## src/rtl/multi_cycle_add_sub_if.sv

```systemverilog
// -----------------------------------------------------------------------------
// multi_cycle_add_sub_if
// Request/response bundle for the slice-serial adder/subtractor.
//   start     : request, honoured only while ready is high
//   x, y      : operands, sampled on the accept edge
//   opcode    : 0 = x + y, 1 = x - y, sampled on the accept edge
//   ready     : engine idle and able to accept start
//   done      : one-cycle pulse, result fields valid
//   sum       : WIDTH-bit result (modulo 2^WIDTH)
//   carry_out : carry out of the MSB (subtract: 1 = no borrow)
//   overflow  : signed overflow
//   zero      : sum == 0
// master = requester (ALU issue side), slave = the engine itself.
// -----------------------------------------------------------------------------
interface multi_cycle_add_sub_if #(
    parameter int WIDTH = 32
);
    logic             start;
    logic [WIDTH-1:0] x;
    logic [WIDTH-1:0] y;
    logic             opcode;
    logic             ready;
    logic             done;
    logic [WIDTH-1:0] sum;
    logic             carry_out;
    logic             overflow;
    logic             zero;

    modport master (
        output start, x, y, opcode,
        input  ready, done, sum, carry_out, overflow, zero
    );

    modport slave (
        input  start, x, y, opcode,
        output ready, done, sum, carry_out, overflow, zero
    );
endinterface

```

## src/rtl/multi_cycle_add_sub.sv

```systemverilog
// -----------------------------------------------------------------------------
// multi_cycle_add_sub
// Slice-serial two's-complement adder/subtractor. SLICE bits are added per
// clock, LSB slice first, so a WIDTH-bit result is produced after
// NS = WIDTH/SLICE RUN cycles without a full-width carry chain.
// Ports:
//   clk   : rising-edge clock
//   reset : synchronous, active-high; aborts any operation in flight
//   bus   : slave side of multi_cycle_add_sub_if (start/ready/done handshake,
//           operands, result and flags)
// Result and flags are registered and change only on the completion edge.
// -----------------------------------------------------------------------------
module multi_cycle_add_sub #(
    parameter int WIDTH = 32,
    parameter int SLICE = 8
) (
    input  logic                 clk,
    input  logic                 reset,
    multi_cycle_add_sub_if.slave bus
);
    localparam int NS = WIDTH / SLICE;
    localparam int CW = (NS > 1) ? $clog2(NS) : 1;

    if (WIDTH < 2 || SLICE < 1 || SLICE > WIDTH || (WIDTH % SLICE) != 0) begin : g_param_check
        $error("multi_cycle_add_sub: need WIDTH >= 2, 1 <= SLICE <= WIDTH, WIDTH multiple of SLICE");
    end

    typedef enum logic [0:0] {
        ST_IDLE = 1'b0,
        ST_RUN  = 1'b1
    } state_t;

    state_t           state_q, state_d;
    logic [WIDTH-1:0] a_q, a_d;       // operand A, shifted right one slice per RUN cycle
    logic [WIDTH-1:0] b_q, b_d;       // operand B (pre-inverted for subtract), shifted likewise
    logic             carry_q, carry_d;
    logic [CW-1:0]    cnt_q, cnt_d;
    logic [WIDTH-1:0] res_q, res_d;   // partial result, filled from the top and shifted down
    logic [WIDTH-1:0] sum_q, sum_d;
    logic             cout_q, cout_d;
    logic             ovf_q, ovf_d;
    logic             zero_q, zero_d;
    logic             done_q, done_d;

    logic [SLICE-1:0] a_sl_s;
    logic [SLICE-1:0] b_sl_s;
    logic [SLICE-1:0] sl_sum_s;
    logic             sl_cout_s;
    logic             msb_cin_s;
    logic [WIDTH-1:0] res_next_s;

    // Add the current (lowest) slice and form the next partial result.
    always_comb begin
        a_sl_s                 = a_q[SLICE-1:0];
        b_sl_s                 = b_q[SLICE-1:0];
        {sl_cout_s, sl_sum_s}  = {1'b0, a_sl_s} + {1'b0, b_sl_s} + {{SLICE{1'b0}}, carry_q};
        // Carry into the slice MSB recovered from sum = a ^ b ^ cin; for
        // SLICE = 1 this is exactly the incoming carry register.
        msb_cin_s              = sl_sum_s[SLICE-1] ^ a_sl_s[SLICE-1] ^ b_sl_s[SLICE-1];
        // New slice enters at the top; after NS cycles slice 0 sits at the LSB.
        res_next_s             = (res_q >> SLICE) | (WIDTH'(sl_sum_s) << (WIDTH - SLICE));
    end

    // Next-state and datapath control for the IDLE/RUN sequencer.
    always_comb begin
        state_d = state_q;
        a_d     = a_q;
        b_d     = b_q;
        carry_d = carry_q;
        cnt_d   = cnt_q;
        res_d   = res_q;
        sum_d   = sum_q;
        cout_d  = cout_q;
        ovf_d   = ovf_q;
        zero_d  = zero_q;
        done_d  = 1'b0;
        case (state_q)
            ST_IDLE: begin
                if (bus.start) begin
                    a_d     = bus.x;
                    // Subtract as x + ~y + 1: invert B here, seed carry with 1.
                    b_d     = bus.y ^ {WIDTH{bus.opcode}};
                    carry_d = bus.opcode;
                    cnt_d   = {CW{1'b0}};
                    state_d = ST_RUN;
                end else begin
                    state_d = ST_IDLE;
                end
            end
            ST_RUN: begin
                a_d     = a_q >> SLICE;
                b_d     = b_q >> SLICE;
                carry_d = sl_cout_s;
                cnt_d   = cnt_q + CW'(1);
                res_d   = res_next_s;
                if (cnt_q == CW'(NS - 1)) begin
                    state_d = ST_IDLE;
                    sum_d   = res_next_s;
                    cout_d  = sl_cout_s;
                    ovf_d   = msb_cin_s ^ sl_cout_s;
                    zero_d  = (res_next_s == {WIDTH{1'b0}});
                    done_d  = 1'b1;
                end else begin
                    state_d = ST_RUN;
                end
            end
            default: begin
                state_d = ST_IDLE;
            end
        endcase
    end

    // State, datapath and output registers with synchronous reset.
    always_ff @(posedge clk) begin
        if (reset) begin
            state_q <= ST_IDLE;
            a_q     <= {WIDTH{1'b0}};
            b_q     <= {WIDTH{1'b0}};
            carry_q <= 1'b0;
            cnt_q   <= {CW{1'b0}};
            res_q   <= {WIDTH{1'b0}};
            sum_q   <= {WIDTH{1'b0}};
            cout_q  <= 1'b0;
            ovf_q   <= 1'b0;
            zero_q  <= 1'b0;
            done_q  <= 1'b0;
        end else begin
            state_q <= state_d;
            a_q     <= a_d;
            b_q     <= b_d;
            carry_q <= carry_d;
            cnt_q   <= cnt_d;
            res_q   <= res_d;
            sum_q   <= sum_d;
            cout_q  <= cout_d;
            ovf_q   <= ovf_d;
            zero_q  <= zero_d;
            done_q  <= done_d;
        end
    end

    assign bus.ready     = (state_q == ST_IDLE);
    assign bus.done      = done_q;
    assign bus.sum       = sum_q;
    assign bus.carry_out = cout_q;
    assign bus.overflow  = ovf_q;
    assign bus.zero      = zero_q;

endmodule
```

## src/flat_wrapper.sv

```systemverilog
// flat-port wrapper written by rule: the top's interface ports become plain ports
module multi_cycle_add_sub_flat 
#(
    parameter int WIDTH = 32,
    parameter int SLICE = 8
)
  (clk, reset, bus_start, bus_x, bus_y, bus_opcode, bus_ready, bus_done, bus_sum, bus_carry_out, bus_overflow, bus_zero);
  multi_cycle_add_sub_if #(.WIDTH(WIDTH)) bus_i ();
  input  logic clk;
  input  logic reset;
  input wire logic [$bits(bus_i.start)-1:0] bus_start;
  input wire logic [$bits(bus_i.x)-1:0] bus_x;
  input wire logic [$bits(bus_i.y)-1:0] bus_y;
  input wire logic [$bits(bus_i.opcode)-1:0] bus_opcode;
  output wire logic [$bits(bus_i.ready)-1:0] bus_ready;
  output wire logic [$bits(bus_i.done)-1:0] bus_done;
  output wire logic [$bits(bus_i.sum)-1:0] bus_sum;
  output wire logic [$bits(bus_i.carry_out)-1:0] bus_carry_out;
  output wire logic [$bits(bus_i.overflow)-1:0] bus_overflow;
  output wire logic [$bits(bus_i.zero)-1:0] bus_zero;
  assign bus_i.start = bus_start;
  assign bus_i.x = bus_x;
  assign bus_i.y = bus_y;
  assign bus_i.opcode = bus_opcode;
  assign bus_ready = bus_i.ready;
  assign bus_done = bus_i.done;
  assign bus_sum = bus_i.sum;
  assign bus_carry_out = bus_i.carry_out;
  assign bus_overflow = bus_i.overflow;
  assign bus_zero = bus_i.zero;
  multi_cycle_add_sub #(.WIDTH(WIDTH), .SLICE(SLICE)) u_core (.clk(clk), .reset(reset), .bus(bus_i));
endmodule
```

## config.mk

```make
export PLATFORM = sky130hd
export DESIGN_NAME = multi_cycle_add_sub_flat
export DESIGN_NICKNAME = d
export VERILOG_FILES = /design/src/rtl/multi_cycle_add_sub_if.sv /design/src/rtl/multi_cycle_add_sub.sv /design/src/flat_wrapper.sv
export SDC_FILE = /design/constraint.sdc
export NUM_CORES = 1
export LEC_CHECK = 0
export BUFFER_PORTS_ARGS = -buffer_cell sky130_fd_sc_hd__buf_2
export CORE_ASPECT_RATIO = 1.2
export CORE_MARGIN = 5
export CORE_UTILIZATION = 25
export CTS_BUF_LIST = sky130_fd_sc_hd__clkbuf_16
export CTS_CLUSTER_SIZE = 28
export DETAILED_ROUTE_END_ITERATION = 12
export PLACE_DENSITY = 0.44
export RECOVER_POWER = 25
export SLEW_MARGIN = 20
export SYNTH_ARGS = -nofsm -noshare
export SYNTH_HDL_FRONTEND = slang
export SYNTH_SLANG_ARGS = --single-unit
```

## constraint.sdc

```tcl
create_clock -name clk -period 4 [get_ports clk]
set_input_delay 0.4 -clock clk [delete_from_list [all_inputs] [get_ports clk]]
set_output_delay 0.4 -clock clk [all_outputs]
set_load 0.01 [all_outputs]
```

### After elaboration in Yosys (flattened, before gate mapping)

Index checks and enable logic that the tools add are counted.

| operators by class | value |
|---|---|
| $add $sub $neg | 3 |
| equality and inequality tests | 2 |
| mux-type cells | 12 |
| bitwise gates (word level) | 6 |
| reduce and logical (&&, ||, !) cells | 3 |

Operator list:

| cell | number |
|---|---|
| $pmux 32 s2 | 2 |
| $mux 32 | 2 |
| $logic_not 32->1 | 1 |
| $or 24x32->32 | 1 |
| $xor 32x32->32 | 1 |
| $add 8x8->9 | 1 |
| $add 9x1->9 | 1 |
| $mux 1 | 4 |
| $pmux 1 s2 | 2 |
| $pmux 2 s2 | 1 |
| $xor 1x1->1 | 3 |
| $add 2x1->2 const B | 1 |
| $eq 2x2->1 const B | 1 |
| $mux 2 | 1 |
| $ne 2x2->1 const B | 1 |
| $reduce_and 2->1 | 1 |
| $reduce_or 2->1 | 1 |
| $not 1->1 | 1 |

| storage, ports and cells | value |
|---|---|
| bits in registers | 136 |
| bits of input ports | 68 |
| output and inout port bits | 37 |
| logic and storage cells | 37 |

### Longest topological paths before layout

| logic depth | value |
|---|---|
| depth after elaboration | 5 |
| depth in mapped cells | 9 |
| gate-level depth less buffers | 9 |

### Least setup slack after synthesis

OpenSTA, ideal clock, no wires.

| timing path | value |
|---|---|
| kind | register to register |
| start point | reg u_core.carry_q |
| end point | reg u_core.zero_q (netlist: u_core.bus.zero) |
| library setup time | 0.084 ns |
| arrival | 2.344 ns |
| data required time | 3.916 ns |
| setup slack | 1.571 ns |
| stages on the path, launching flop included | 10 |
| buffers on the path | 0 |
| clock period less this slack | 2.429 ns |
| cells stage by stage | dfxtp_1 > fa_1 > inv_1 > fa_1 > nor4b_1 > nand4_1 > nor4_1 > nand4_1 > or4_1 > o31ai_2 |

| between the ends | value |
|---|---|
| word-level cells in the longest chain between the ends | 3 |

Ends and longest elaborated chain:

| what | RTL line | text |
|---|---|---|
| from (decl) | multi_cycle_add_sub.sv:36 | `logic carry_q, carry_d;` |
| from (signal assigned) | multi_cycle_add_sub.sv:131 | `carry_q <= carry_d;` |
| $add 9x1->9 | multi_cycle_add_sub.sv:56 | `{sl_cout_s, sl_sum_s} = {1'b0, a_sl_s} + {1'b0, b_sl_s} + {{SLICE{1'b0}}, carry_q};` |
| $or 24x32->32 | multi_cycle_add_sub.sv:61 | `res_next_s = (res_q >> SLICE) \| (WIDTH'(sl_sum_s) << (WIDTH - SLICE));` |
| $logic_not 32->1 | multi_cycle_add_sub.sv:101 | `zero_d = (res_next_s == {WIDTH{1'b0}});` |
| to (signal assigned) | multi_cycle_add_sub.sv:137 | `zero_q <= zero_d;` |
| to (decl) | multi_cycle_add_sub.sv:42 | `logic zero_q, zero_d;` |

No other way between the ends.
A chain may end at the register's enable or synchronous reset.

### Worst setup path in the final report

Same ends and word-level chain as after synthesis.

==> results.env <==
RUN_STATUS='complete, but fails checks'
FAILED_CHECKS='max-capacitance violations, max-slew violations'
FINAL_CORE_UTIL_PCT=31.0
SYNTH_FA_HA_AREA_SHARE_PCT=2.59
FINALWIRELENGTH_UM=14400
YS_TYPES=35
CLKPWRFRAC_PCT=46.2
MIN_DELAY_PATH_CLASS='in2reg'
OVERALL_ROUTING_RESOURCE_USAGE_PCT=11.6
CTS_MAX_PATH_BUFFERS=2
YS_SEQ_AREA_SHARE_PCT=47.3
FP-ROW-COUNT=59
DETAILROUTE.VIA_COUNT=4318
FINALWORSTPATHREQUIREDPERIOD_NS=2.68
CTS_MAX_LEVEL=4
ANT_NETS=0
FINAL_CELL_MIX='144 x sky130_fd_sc_hd__nor2_1, 127 x sky130_fd_sc_hd__dfxtp_1, 66 x sky130_fd_sc_hd__buf_2'
CTS_HOLD_BUFFERS=0
SETUP.WORST_PATH.START_CLASS='flop'
HOLD_VIOL=0
ANTENNA_VIOLATIONS_BEFORE_REPAIR=0
CTS_POST_SETUP_BUFFERS_INSERTED=0
SIMPLE_GATE_FRACTION_OF_SYNTH_AREA_PCT=13.2
PIN_COUNT_OF_THE_BIGGEST_NET_ENTERING_GLOBAL_ROUTING=88
AREA_OF_THE_MAPPED_NETLIST_UM2=5420
GRT_SETUP_UNREPAIRED='no'
CP_SLOWEST_STAGE_DELAY_NS=0.58
POWER_LEAKAGE_uW=0.00271
SEQ_AREA_UM2=2570
TNS_NS=0
CTS.ROOT.BUFFER_CELL='sky130_fd_sc_hd__clkbuf_16'
SYN-INSTANCE-COUNT=591
INSTANCES_NO_FILL=960
POWER_REPORT.INTERNAL_TOTAL_uW=2400
CORE_AREA_UM2=21600
CTS_TREE='built'
DESIGN.DIE.AREA_UM2=24700
PLACE.PORT_BUFFERS=104
SYNTH_FP_NETS=669
SYNTH_COMPOUND_AREA_SHARE_PCT=16.4
POST-DP-HPWL_UM=10200
FLOORPLAN.INITIALDENSITY_PCT=25.1
CLOCK_INSERTION_DELAY_WORST_SKEW_NS=0.41
WL_PER_CELL_UM=15.0
DRC=0
TIMING.FINAL.MAX_SLEW_VIOLATIONS=122
FIN_NETS=752
CRITPATHARRIVALTIME_NS=3.01
POWER.DENSITY_CELL_AREA_nW_PER_UM2=481
SYNTH_TOP_FAMILY_BY_AREA='compound AO/OA/AOI/OAI gates'
LAYOUT_SETUP_WS_NS=1.32
SYNTH.FF_LATCH_COUNT=128
FINALSETUPVIOLCOUNT=0
FINAL.SETUP_SKEW_NS=0.00790
NUMBER_OF_PLACED_INSTANCES_TAPS_INCLUDED=929
COMBPWRFRAC_PCT=10.6
CRIT_PATH_END_KIND='flop'
SEQ_POWER_SHARE_PCT=43.1
PLACE_WS_NS=1.32
TIMING.FINAL.CRIT_SHARE_PCT=67.0
MULTIPLEXER_AREA_FRACTION_AFTER_SYNTHESIS_PCT=10.2
DRIVE_ABOVE_1_SHARE_PCT=16.2
CLKSINKCOUNT=128
CP_CELL_SEQUENCE='fa_1, inv_1, fa_1, nor4b_1, nand4_1, nor4_1, nand4_1, or4_1, o31ai_2'
DIEWIDTH_UM=144
NUM_IO_PINS=105
AVGSYNTHCELLAREA_UM2=9.17
DIODES=0
ROUTABILITY_CONGESTION=0.784
WORST_PIN_SLEW_NS=2.24
CRIT_PATH_MAX_FANOUT=3
P_SW_uW=817
FMAX_MHz=373
CRITICAL-PATH-SLOWEST-CELL='sky130_fd_sc_hd__fa_1'
DIE_HEIGHT_UM=171
POST_SYNTH_XOR_AREA_FRACTION_PCT=6.63
DRT-VIAS-PER-INSTANCE=4.50
DRT_ITER0_DRC=150
SYNTHESIS.YOSYS.WARNINGS=0
GRT_PASS1_VIAS=4284
GRT_FIRST_PASS_WIRELENGTH_UM=22600
MAX-SLEW-MARGIN-REL_PCT=-49.6
FLOW.AREA_GROWTH_FROM_SYNTHESIS_PCT=23.2
GLOBALROUTEOVERFLOWTOTAL=0
AREA_TAKEN_BY_MULTI_INPUT_LOGIC_GATES_UM2=2660
CTS_MADE_BUFFERS=17
WORST-ENDPOINT-REQUIRED_NS=4.33
POST_CTS_RESIZED=0
DRV_CAP=2
CPLARGESTDELAYFAMILY='simple AND/OR/NAND/NOR gates'
WORSTPATHBUFFERINVERTERCOUNT=1
CTS.CLK_SLEW.WORST_PATHS_NS=0.06
CRITPATHKIND='reg2reg'
FILL_CELLS=2331
SWITCHING_SHARE_PCT=25.4
POWER.IR.VDD_WORST_mV=0.309
FINAL_COMMON_CELL='sky130_fd_sc_hd__nor2_1'
DRT_PASS1_ITERATIONS=6
## cells in the mapped netlist
cell type / count / area [µm²]
sky130_fd_sc_hd__o2111a_1: 1 / 11.3
sky130_fd_sc_hd__clkbuf_1: 29 / 109
sky130_fd_sc_hd__o211ai_1: 1 / 7.51
sky130_fd_sc_hd__or2_2: 2 / 12.5
sky130_fd_sc_hd__o31ai_2: 1 / 12.5
sky130_fd_sc_hd__xor2_1: 2 / 17.5
sky130_fd_sc_hd__nand4_1: 2 / 12.5
sky130_fd_sc_hd__o31a_2: 1 / 10.0
sky130_fd_sc_hd__buf_1: 14 / 52.6
sky130_fd_sc_hd__or3_1: 1 / 6.26
sky130_fd_sc_hd__ha_1: 8 / 100
sky130_fd_sc_hd__nand2_1: 8 / 30.0
sky130_fd_sc_hd__nor3_1: 2 / 10.0
sky130_fd_sc_hd__dfxtp_1: 128 / 2560
sky130_fd_sc_hd__buf_2: 3 / 15.0
sky130_fd_sc_hd__nor2_1: 144 / 541
sky130_fd_sc_hd__nor3b_1: 1 / 7.51
sky130_fd_sc_hd__nor2b_4: 1 / 13.8
sky130_fd_sc_hd__nor4_1: 5 / 31.3
sky130_fd_sc_hd__xnor2_1: 39 / 342
sky130_fd_sc_hd__inv_1: 8 / 30.0
sky130_fd_sc_hd__a22o_2: 1 / 10.0
sky130_fd_sc_hd__o41ai_1: 1 / 8.76
sky130_fd_sc_hd__o21a_1: 2 / 15.0
sky130_fd_sc_hd__fa_1: 2 / 40.0
sky130_fd_sc_hd__a21oi_1: 53 / 265
sky130_fd_sc_hd__nand3_1: 3 / 15.0
sky130_fd_sc_hd__o21ai_0: 3 / 15.0
sky130_fd_sc_hd__or4_1: 2 / 15.0
sky130_fd_sc_hd__mux2i_1: 55 / 551
sky130_fd_sc_hd__a22o_1: 30 / 263
sky130_fd_sc_hd__a211oi_1: 34 / 255
sky130_fd_sc_hd__nor3_2: 1 / 10.0
sky130_fd_sc_hd__o21bai_1: 2 / 15.0
sky130_fd_sc_hd__nor4b_1: 1 / 8.76
## worst reg2reg max path, cell delays in order (launching register included)
cell	delay, ns
sky130_fd_sc_hd__dfxtp_1	0.36
sky130_fd_sc_hd__fa_1	0.20
sky130_fd_sc_hd__inv_1	0.06
sky130_fd_sc_hd__fa_1	0.58
sky130_fd_sc_hd__nor4b_1	0.24
sky130_fd_sc_hd__nand4_1	0.14
sky130_fd_sc_hd__nor4_1	0.28
sky130_fd_sc_hd__nand4_1	0.14
sky130_fd_sc_hd__or4_1	0.43
sky130_fd_sc_hd__o31ai_2	0.18
## power by group through the flow
| stage | combinational [µW] | clock, µW | sequential (µW) |
|---|---|---|---|
| 5_1_grt | 387 | 1580 | 1390 |
| 2_1_floorplan | 263 | 0 | 1380 |
| 6_report | 341 | 1490 | 1390 |
| 4_1_cts | 344 | 1530 | 1390 |
| 3_3_place_gp | 338 | 0 | 1410 |
| 3_5_place_dp | 342 | 0 | 1410 |
## metal layers
layer	wire length, µm	GRT usage (%)
met1	6540	14.3
met2	6820	19.4
met3	651	2.95
met4	357	4.67
met5	0	0
## through the flow
stage / hold WS (ns) / instance area (µm²) / total power (µW)
2_1_floorplan: 0.454 / 5420 / 1650
3_3_place_gp: 0.455 / 6160 / 1750
3_5_place_dp: 0.462 / 6160 / 1760
4_1_cts: 0.207 / 6730 / 3260
5_1_grt: 0.215 / 6680 / 3370
6_report: 0.223 / 6680 / 3210
## cells by family after synthesis
family	after synthesis
and+or+nand+nor	173
AOI/OAI and AO/OA	130
DFF	128
muxes	55
buffers and inverters	54
xor gates and xnor gates	41
adders and majority gates	10
## worst paths after layout
path	start	to	slack [ns]	cells after the start
hold / removal	bus_x[29]	u_core.a_q[29]$_SDFFE_PP0P_	0.22	3
setup reg to reg	u_core.carry_q$_SDFFE_PP0P_	u_core.bus.zero$_SDFFE_PP0P_	1.32	9
setup / recovery	u_core.carry_q$_SDFFE_PP0P_	u_core.bus.zero$_SDFFE_PP0P_	1.32	9
hold reg to reg	u_core.bus.sum[4]$_SDFFE_PP0P_	u_core.bus.sum[4]$_SDFFE_PP0P_	0.47	1
## registers in the layout, indices dropped and copies added (netlist names)
register,flops
u_core.bus.overflow,1
u_core.bus.done,1
u_core.state_q,1
u_core.a_q,32
u_core.bus.carry_out,1
u_core.carry_q,1
u_core.b_q,32
u_core.res_q,24
u_core.bus.zero,1
u_core.bus.sum,32
u_core.cnt_q,2
## final cells by class
cell class                 instances  share of cell area, %
clock buffer                      17                   6.37
clock inverter                    14                   2.12
inverter                           8                  0.450
multi-input combinational        409                   39.7
sequential                       128                   38.4
tap                              274                   5.13
timing repair buffer             110                   7.77
(Power assumes the default switching activity.)
